<file path="src/rtl/arbiter_types.sv">
// Shared types for the instruction/data memory arbiter.
//   arb_state_t : FSM states (idle, serving I-side, serving D-side)
//   arb_grant_t : which side received the most recent grant
package arbiter_types;

    typedef enum logic [1:0] {
        ARB_IDLE = 2'd0,
        ARB_INST = 2'd1,
        ARB_DATA = 2'd2
    } arb_state_t;

    typedef enum logic {
        GRANT_INST = 1'b0,
        GRANT_DATA = 1'b1
    } arb_grant_t;

endpackage

</file>
<file path="src/rtl/mem_arbiter.sv">
// mem_arbiter: shares one physical-memory port between an instruction cache
// (read-only line fills) and a data cache (line fills and write-backs).
//
// Ports
//   clk, reset          rising-edge clock, synchronous active-high reset
//   i_pmem_*            I-cache side: read request, address, rdata, resp
//   d_pmem_*            D-cache side: read/write request, address, wdata,
//                       rdata, resp
//   pmem_*              shared memory port: read/write command, address,
//                       wdata (all registered), rdata and resp from memory
//
// A grant latches the winner's address/operation/wdata, so the memory port is
// driven only from internal registers for the whole transaction. Every
// service returns through ARB_IDLE for one cycle, which gives the finished
// requester a chance to drop its request before the next arbitration.
module mem_arbiter
    import arbiter_types::*;
#(
    parameter int LINE_WIDTH = 256,
    parameter int ADDR_WIDTH = 32
) (
    input  logic                  clk,
    input  logic                  reset,

    input  logic                  i_pmem_read,
    input  logic [ADDR_WIDTH-1:0] i_pmem_address,
    output logic [LINE_WIDTH-1:0] i_pmem_rdata,
    output logic                  i_pmem_resp,

    input  logic                  d_pmem_read,
    input  logic                  d_pmem_write,
    input  logic [ADDR_WIDTH-1:0] d_pmem_address,
    input  logic [LINE_WIDTH-1:0] d_pmem_wdata,
    output logic [LINE_WIDTH-1:0] d_pmem_rdata,
    output logic                  d_pmem_resp,

    output logic                  pmem_read,
    output logic                  pmem_write,
    output logic [ADDR_WIDTH-1:0] pmem_address,
    output logic [LINE_WIDTH-1:0] pmem_wdata,
    input  logic [LINE_WIDTH-1:0] pmem_rdata,
    input  logic                  pmem_resp
);

    arb_state_t            state;
    arb_grant_t            last_grant;
    logic [ADDR_WIDTH-1:0] addr_q;
    logic [LINE_WIDTH-1:0] wdata_q;

    logic i_req, d_req, pick_inst;

    assign i_req = i_pmem_read;
    assign d_req = d_pmem_read | d_pmem_write;
    // On a tie the side that did not win last time is granted.
    assign pick_inst = i_req && (!d_req || last_grant == GRANT_DATA);

    always_ff @(posedge clk) begin
        if (reset) begin
            state      <= ARB_IDLE;
            last_grant <= GRANT_INST;
            addr_q     <= '0;
            wdata_q    <= '0;
            pmem_read  <= 1'b0;
            pmem_write <= 1'b0;
        end else begin
            case (state)
                ARB_IDLE: begin
                    if (pick_inst) begin
                        state      <= ARB_INST;
                        last_grant <= GRANT_INST;
                        addr_q     <= i_pmem_address;
                        pmem_read  <= 1'b1;
                        pmem_write <= 1'b0;
                    end else if (d_req) begin
                        state      <= ARB_DATA;
                        last_grant <= GRANT_DATA;
                        addr_q     <= d_pmem_address;
                        wdata_q    <= d_pmem_wdata;
                        // A simultaneous read+write performs the write only.
                        pmem_write <= d_pmem_write;
                        pmem_read  <= ~d_pmem_write;
                    end
                end
                ARB_INST, ARB_DATA: begin
                    if (pmem_resp) begin
                        state      <= ARB_IDLE;
                        pmem_read  <= 1'b0;
                        pmem_write <= 1'b0;
                    end
                end
                default: begin
                    state      <= ARB_IDLE;
                    pmem_read  <= 1'b0;
                    pmem_write <= 1'b0;
                end
            endcase
        end
    end

    assign pmem_address = addr_q;
    assign pmem_wdata   = wdata_q;

    // Responses are forwarded only to the side being served; a resp that
    // coincides with reset belongs to an abandoned transaction and is dropped.
    assign i_pmem_resp  = pmem_resp && (state == ARB_INST) && !reset;
    assign d_pmem_resp  = pmem_resp && (state == ARB_DATA) && !reset;
    assign i_pmem_rdata = pmem_rdata;
    assign d_pmem_rdata = pmem_rdata;

endmodule

</file>
<file path="config.mk">
export PLATFORM = sky130hd
export DESIGN_NAME = mem_arbiter
export DESIGN_NICKNAME = d
export VERILOG_FILES = /design/src/rtl/arbiter_types.sv /design/src/rtl/mem_arbiter.sv
export SDC_FILE = /design/constraint.sdc
export NUM_CORES = 1
export LEC_CHECK = 0
export ABC_AREA = 1
export CELL_PAD_IN_SITES_DETAIL_PLACEMENT = 1
export CELL_PAD_IN_SITES_GLOBAL_PLACEMENT = 1
export CORE_AREA = 2 2 537 539
export CTS_CLUSTER_SIZE = 30
export DETAILED_ROUTE_END_ITERATION = 8
export DIE_AREA = 0 0 539 541
export GPL_ROUTABILITY_DRIVEN = 1
export GPL_TIMING_DRIVEN = 1
export MAX_ROUTING_LAYER = met4
export PLACE_DENSITY_LB_ADDON = 0.1
export SLEW_MARGIN = 30
export SYNTH_ARGS = -nofsm -noshare
export SYNTH_HDL_FRONTEND = slang
export SYNTH_SLANG_ARGS = --single-unit
</file>
<file path="constraint.sdc">
create_clock -name clk -period 3.2 [get_ports clk]
set_input_delay 0.32 -clock clk [delete_from_list [all_inputs] [get_ports clk]]
set_output_delay 0.32 -clock clk [all_outputs]
set_load 0.02 [all_outputs]
</file>
==> results.md <==
Route:
- Wire segments on met3 add up to 18600 um in the final route.
- The highest metal layer carrying signal wires in the routed design is met4.
- Dividing the detail-routed wire length by the instance count gives about 22 um.
- The post-route antenna net violation count is 0.
- The detailed route wirelength on metal2 is 54700 um.
- The number of iterations in the first detailed-routing pass is 4.
- The sum of routed wire segments on met1 is 50300 um.
- After detailed routing, the total wire length is 130000 um.
- The starting DRC count in detailed routing is 436.
- The detailed-route vias per instance is ~2.2.
- After detailed routing, the number of remaining DRC violations is 0.
- The final route contains 13100 vias.

Synthesis:
- The netlist area before placement is 0.0145 mm2.
- The number of nets in the synthesized netlist is approximately 2500.
- The sequential fraction of the synthesis area is 40.5%.
- The async set-or-reset flop fraction in the synthesized netlist is 0%.
- Counting flops with a built-in enable in the synthesized netlist gives 0.
- The register bit total from synthesis is 293.
- Among all flip-flop cells after synthesis, the most frequent one is sky130_fd_sc_hd__dfxtp_1.
- The number of different library cells used by synthesis comes to 19.
- For this run, the number of Yosys warnings is 0.
- The average cell area after synthesis is 7.47 um2.
- Synthesis handed over a netlist of 1937 instances.

Place:
- In this run the cell area measured after placement is 0.0217 mm2.
- The half-perimeter wire length after detailed placement is 106000 um.
- OpenSTA, run right after detailed placement, puts the worst setup slack at 0.432 ns.
- Buffers placed on the I/O ports in this run total 617.
- The congestion estimate from routability-driven global placement came to about 0.67.

Layout:
- Cells fill 8.30% of the core in the end.
- In the final layout, flip-flops and latches occupy a little under 0.006 mm2.
- At the end of the flow, the number of nets in the layout was 2649.
- With fillers left out, the area of the finished cells amounts to 0.0238 mm2.
- The multi-input combinational cells in the finished layout cover a total of 0.00415 mm2.
- The number of filler instances in the final layout is 33900.
- The growth of design area from synthesis to finish is 64.2%.
- The fraction of final layout cells sized beyond drive strength 1 is under 10%.

Clock tree:
- The number of buffers inserted for hold repair after clock tree synthesis is 0.
- TritonCTS built the clock tree.
- The CTS sink count is 293.
- In this run the deepest clock path goes through 3 buffers.
- The number of instances resized during post-cts repair is 0.
- The level count of the clock H-tree is 2.
- The clock edge transition at the registers on the reported setup and hold paths is 0.06 ns.
- For the worst-skew pair, the clock arrives at the later sink with an insertion delay of 0.75 ns.
- The cell at the root of the clock tree is sky130_fd_sc_hd__clkbuf_16.
- The number of setup buffers added after CTS is 0.
- TritonCTS created 57 clock buffers.

Global route:
- The first global-routing pass estimated 164000 um of wire.
- The number of antenna violations at the first check in global routing is 61.
- Entering global routing, the biggest net connects 96 pins.
- The via count of the first global-routing pass is 13700.
- The total overflow left after global routing is 0.
- The overall track demand over capacity in global routing is 8.92%.

Setup path:
- The launch instance of the worst register-to-register path is state[0]$_SDFFE_PP0P_.
- At the worst endpoint, the arrival time is 2.24 ns.
- Of all nets on the critical path, the largest fanout is 3.
- The worst setup path is captured at an output pin.
- The type of the worst setup path is reg2out.
- The critical path goes through inv_1 -> ha_1 -> nand2_1 -> nor2_1 -> clkdlybuf4s50_1.
- The library cell contributing the largest single delay on the critical path is sky130_fd_sc_hd__clkdlybuf4s50_1.
- The startpoint kind of the worst setup timing path is a register.
- The critical path starts at state[1]$_SDFFE_PP0P_.
- The maximum single-stage delay on the critical path is 0.81 ns.
- The required arrival time at the worst endpoint is 2.88 ns.

Timing:
- The achievable clock frequency is around 390 MHz.
- The number of pins with negative max-slew slack in the final report is 0.
- Headroom to the max-slew limit came out at 44.1%.
- The actual slew at the worst max-slew pin is 0.839 ns.
- Setup repair after global routing left no endpoint under its margin.
- The routed design could run at a clock period as short as 2.56 ns.
- The count of endpoints failing setup in the final report is 0.
- After layout, the worst setup slack is 0.635 ns.
- Adding up every negative setup slack in the final design gives 0 ns.
- On the final layout, the worst clock skew is 0.0581 ns.
- The worst path uses 80.1% of the clock period.
- The hold violation count in the final report is 0.

Die:
- The floorplan step defined a core boundary enclosing 0.286 mm2.
- The overall die height is 541 um.
- between 1000 and 1500 I/O pins were placed.
- The die covers ~0.29 mm2.
- The die outline width is 539 um.
- The initial core utilization is about 5.1%.
- The floorplan row count is a little under 200.

Power:
- The part of the power in registers is 28.1%.
- Power spread over the standard cell area amounts to 705 mW/mm2.
- The peak ir drop on the vdd network is between 400 and 500 uV.
- Of the total power, combinational logic draws 31.3%.
- Internal power comes to 0.0104 W.
- Of the total power, the share spent switching nets is 37.7%.
- The analysis attributes to net switching a power of 0.00633 W.
- The share of total power dissipated in the clock network is 40.6%.
- The static leakage power is 8.28 nW.

Status:
- The run finished with clean final reports.

Run:
- The number of maximum-capacitance constraint violations is 0.

Min path:
- In this run the most critical hold path is launched from reset.
- The worst hold path belongs to the class in2reg.
==> power groups by stage <==
stage	clock (W)	combinational, W	sequential (W)
6_report	0.00681	0.00525	0.00470
5_1_grt	0.00741	0.00582	0.00481
4_1_cts	0.00741	0.00552	0.00474
3_5_place_dp	0	0.00551	0.00481
3_3_place_gp	0	0.00554	0.00480
2_1_floorplan	0	0.00231	0.00546
==> metal layers <==
metal	vias up	GRT usage [%]
li1	5838	-
met1	5877	9.28
met2	963	13.1
met3	377	5.60
met4	0	4.36
met5	-	-
==> synthesized netlist by cell type, types with 4 or more instances <==
cell type	count	area share, %
sky130_fd_sc_hd__nor2_1	580	15
sky130_fd_sc_hd__nand2_1	109	2.8
sky130_fd_sc_hd__a21oi_1	5	0.17
sky130_fd_sc_hd__nand3_1	34	1.2
sky130_fd_sc_hd__buf_4	519	27
sky130_fd_sc_hd__buf_2	28	0.97
sky130_fd_sc_hd__buf_1	4	0.10
sky130_fd_sc_hd__inv_1	38	0.99
sky130_fd_sc_hd__dfxtp_1	293	41
sky130_fd_sc_hd__clkbuf_2	20	0.69
sky130_fd_sc_hd__o21ai_0	254	8.8
sky130_fd_sc_hd__clkbuf_1	41	1.1
==> path summary, 6_finish.rpt <==
check                                                endpoint  slack [ns]  depth (start not counted)
worst min register to register    pmem_wdata[98]$_SDFFE_PP0P_        0.48                          2
worst max-delay path                              i_pmem_resp        0.64                          5
worst max register to register   pmem_wdata[223]$_SDFFE_PP0P_        0.94                          9
worst min-delay path            pmem_address[16]$_SDFFE_PP0P_        0.17                          4
==> layout make-up <==
type | instances | share of cell area, %
antenna | 17 | 0.179
inverter | 40 | 0.695
tap | 3781 | 19.9
sequential | 293 | 24.7
clock buffer | 85 | 7.24
multi-input combinational | 991 | 17.5
clock inverter | 20 | 1.18
timing repair buffer | 681 | 28.7
==> state kept, by name (all words and copies together) (netlist names) <==
name          flops
state             2
pmem_read         1
pmem_write        1
pmem_wdata      256
pmem_address     32
last_grant        1
==> placed cells by master, fill, tap and decap left out, types with 2 or more instances in the layout <==
cell and n:
sky130_fd_sc_hd__clkinvlp_4 5, sky130_fd_sc_hd__o21ai_0 254, sky130_fd_sc_hd__a21oi_1 5, sky130_fd_sc_hd__buf_4 52, sky130_fd_sc_hd__clkdlybuf4s50_1 615, sky130_fd_sc_hd__nor2_1 580, sky130_fd_sc_hd__clkinv_2 7, sky130_fd_sc_hd__ha_1 3
sky130_fd_sc_hd__inv_8 2, sky130_fd_sc_hd__clkbuf_1 9, sky130_fd_sc_hd__o21ai_1 3, sky130_fd_sc_hd__inv_1 37, sky130_fd_sc_hd__dfxtp_1 293, sky130_fd_sc_hd__buf_12 13, sky130_fd_sc_hd__diode_2 17, sky130_fd_sc_hd__nand2_1 109
sky130_fd_sc_hd__bufinv_16 5, sky130_fd_sc_hd__clkbuf_8 19, sky130_fd_sc_hd__clkbuf_16 57, sky130_fd_sc_hd__nand3_1 34
==> through the flow <==
stage / power [W] / cells / hold slack, ns
2_1_floorplan: 0.00777 / 1937 / 0.462
3_3_place_gp: 0.0103 / 5786 / 0.467
3_5_place_dp: 0.0103 / 5786 / 0.476
4_1_cts: 0.0177 / 5891 / 0.0798
5_1_grt: 0.0180 / 5904 / 0.153
6_report: 0.0168 / 5908 / 0.165
==> cells by family (layout without fill, tap and decap cells) <==
logic type	count (synthesis)	count (layout)	synth area share (%)
flops	293	293	40.5
simple gates	725	725	19.2
fa+ha+maj	3	3	0.259
buf+inv	653	826	30.9
compound gates	263	263	9.17
other cells	0	17	0
==> critical path: cells and delay by family (launching register included) <==
family,cells,cell delay (ns)
DFF,1,0.32
and+or+nand+nor,2,0.16
adders and majority gates,1,0.16
buffers and inverters,2,0.90
(Power assumes the default switching activity.)
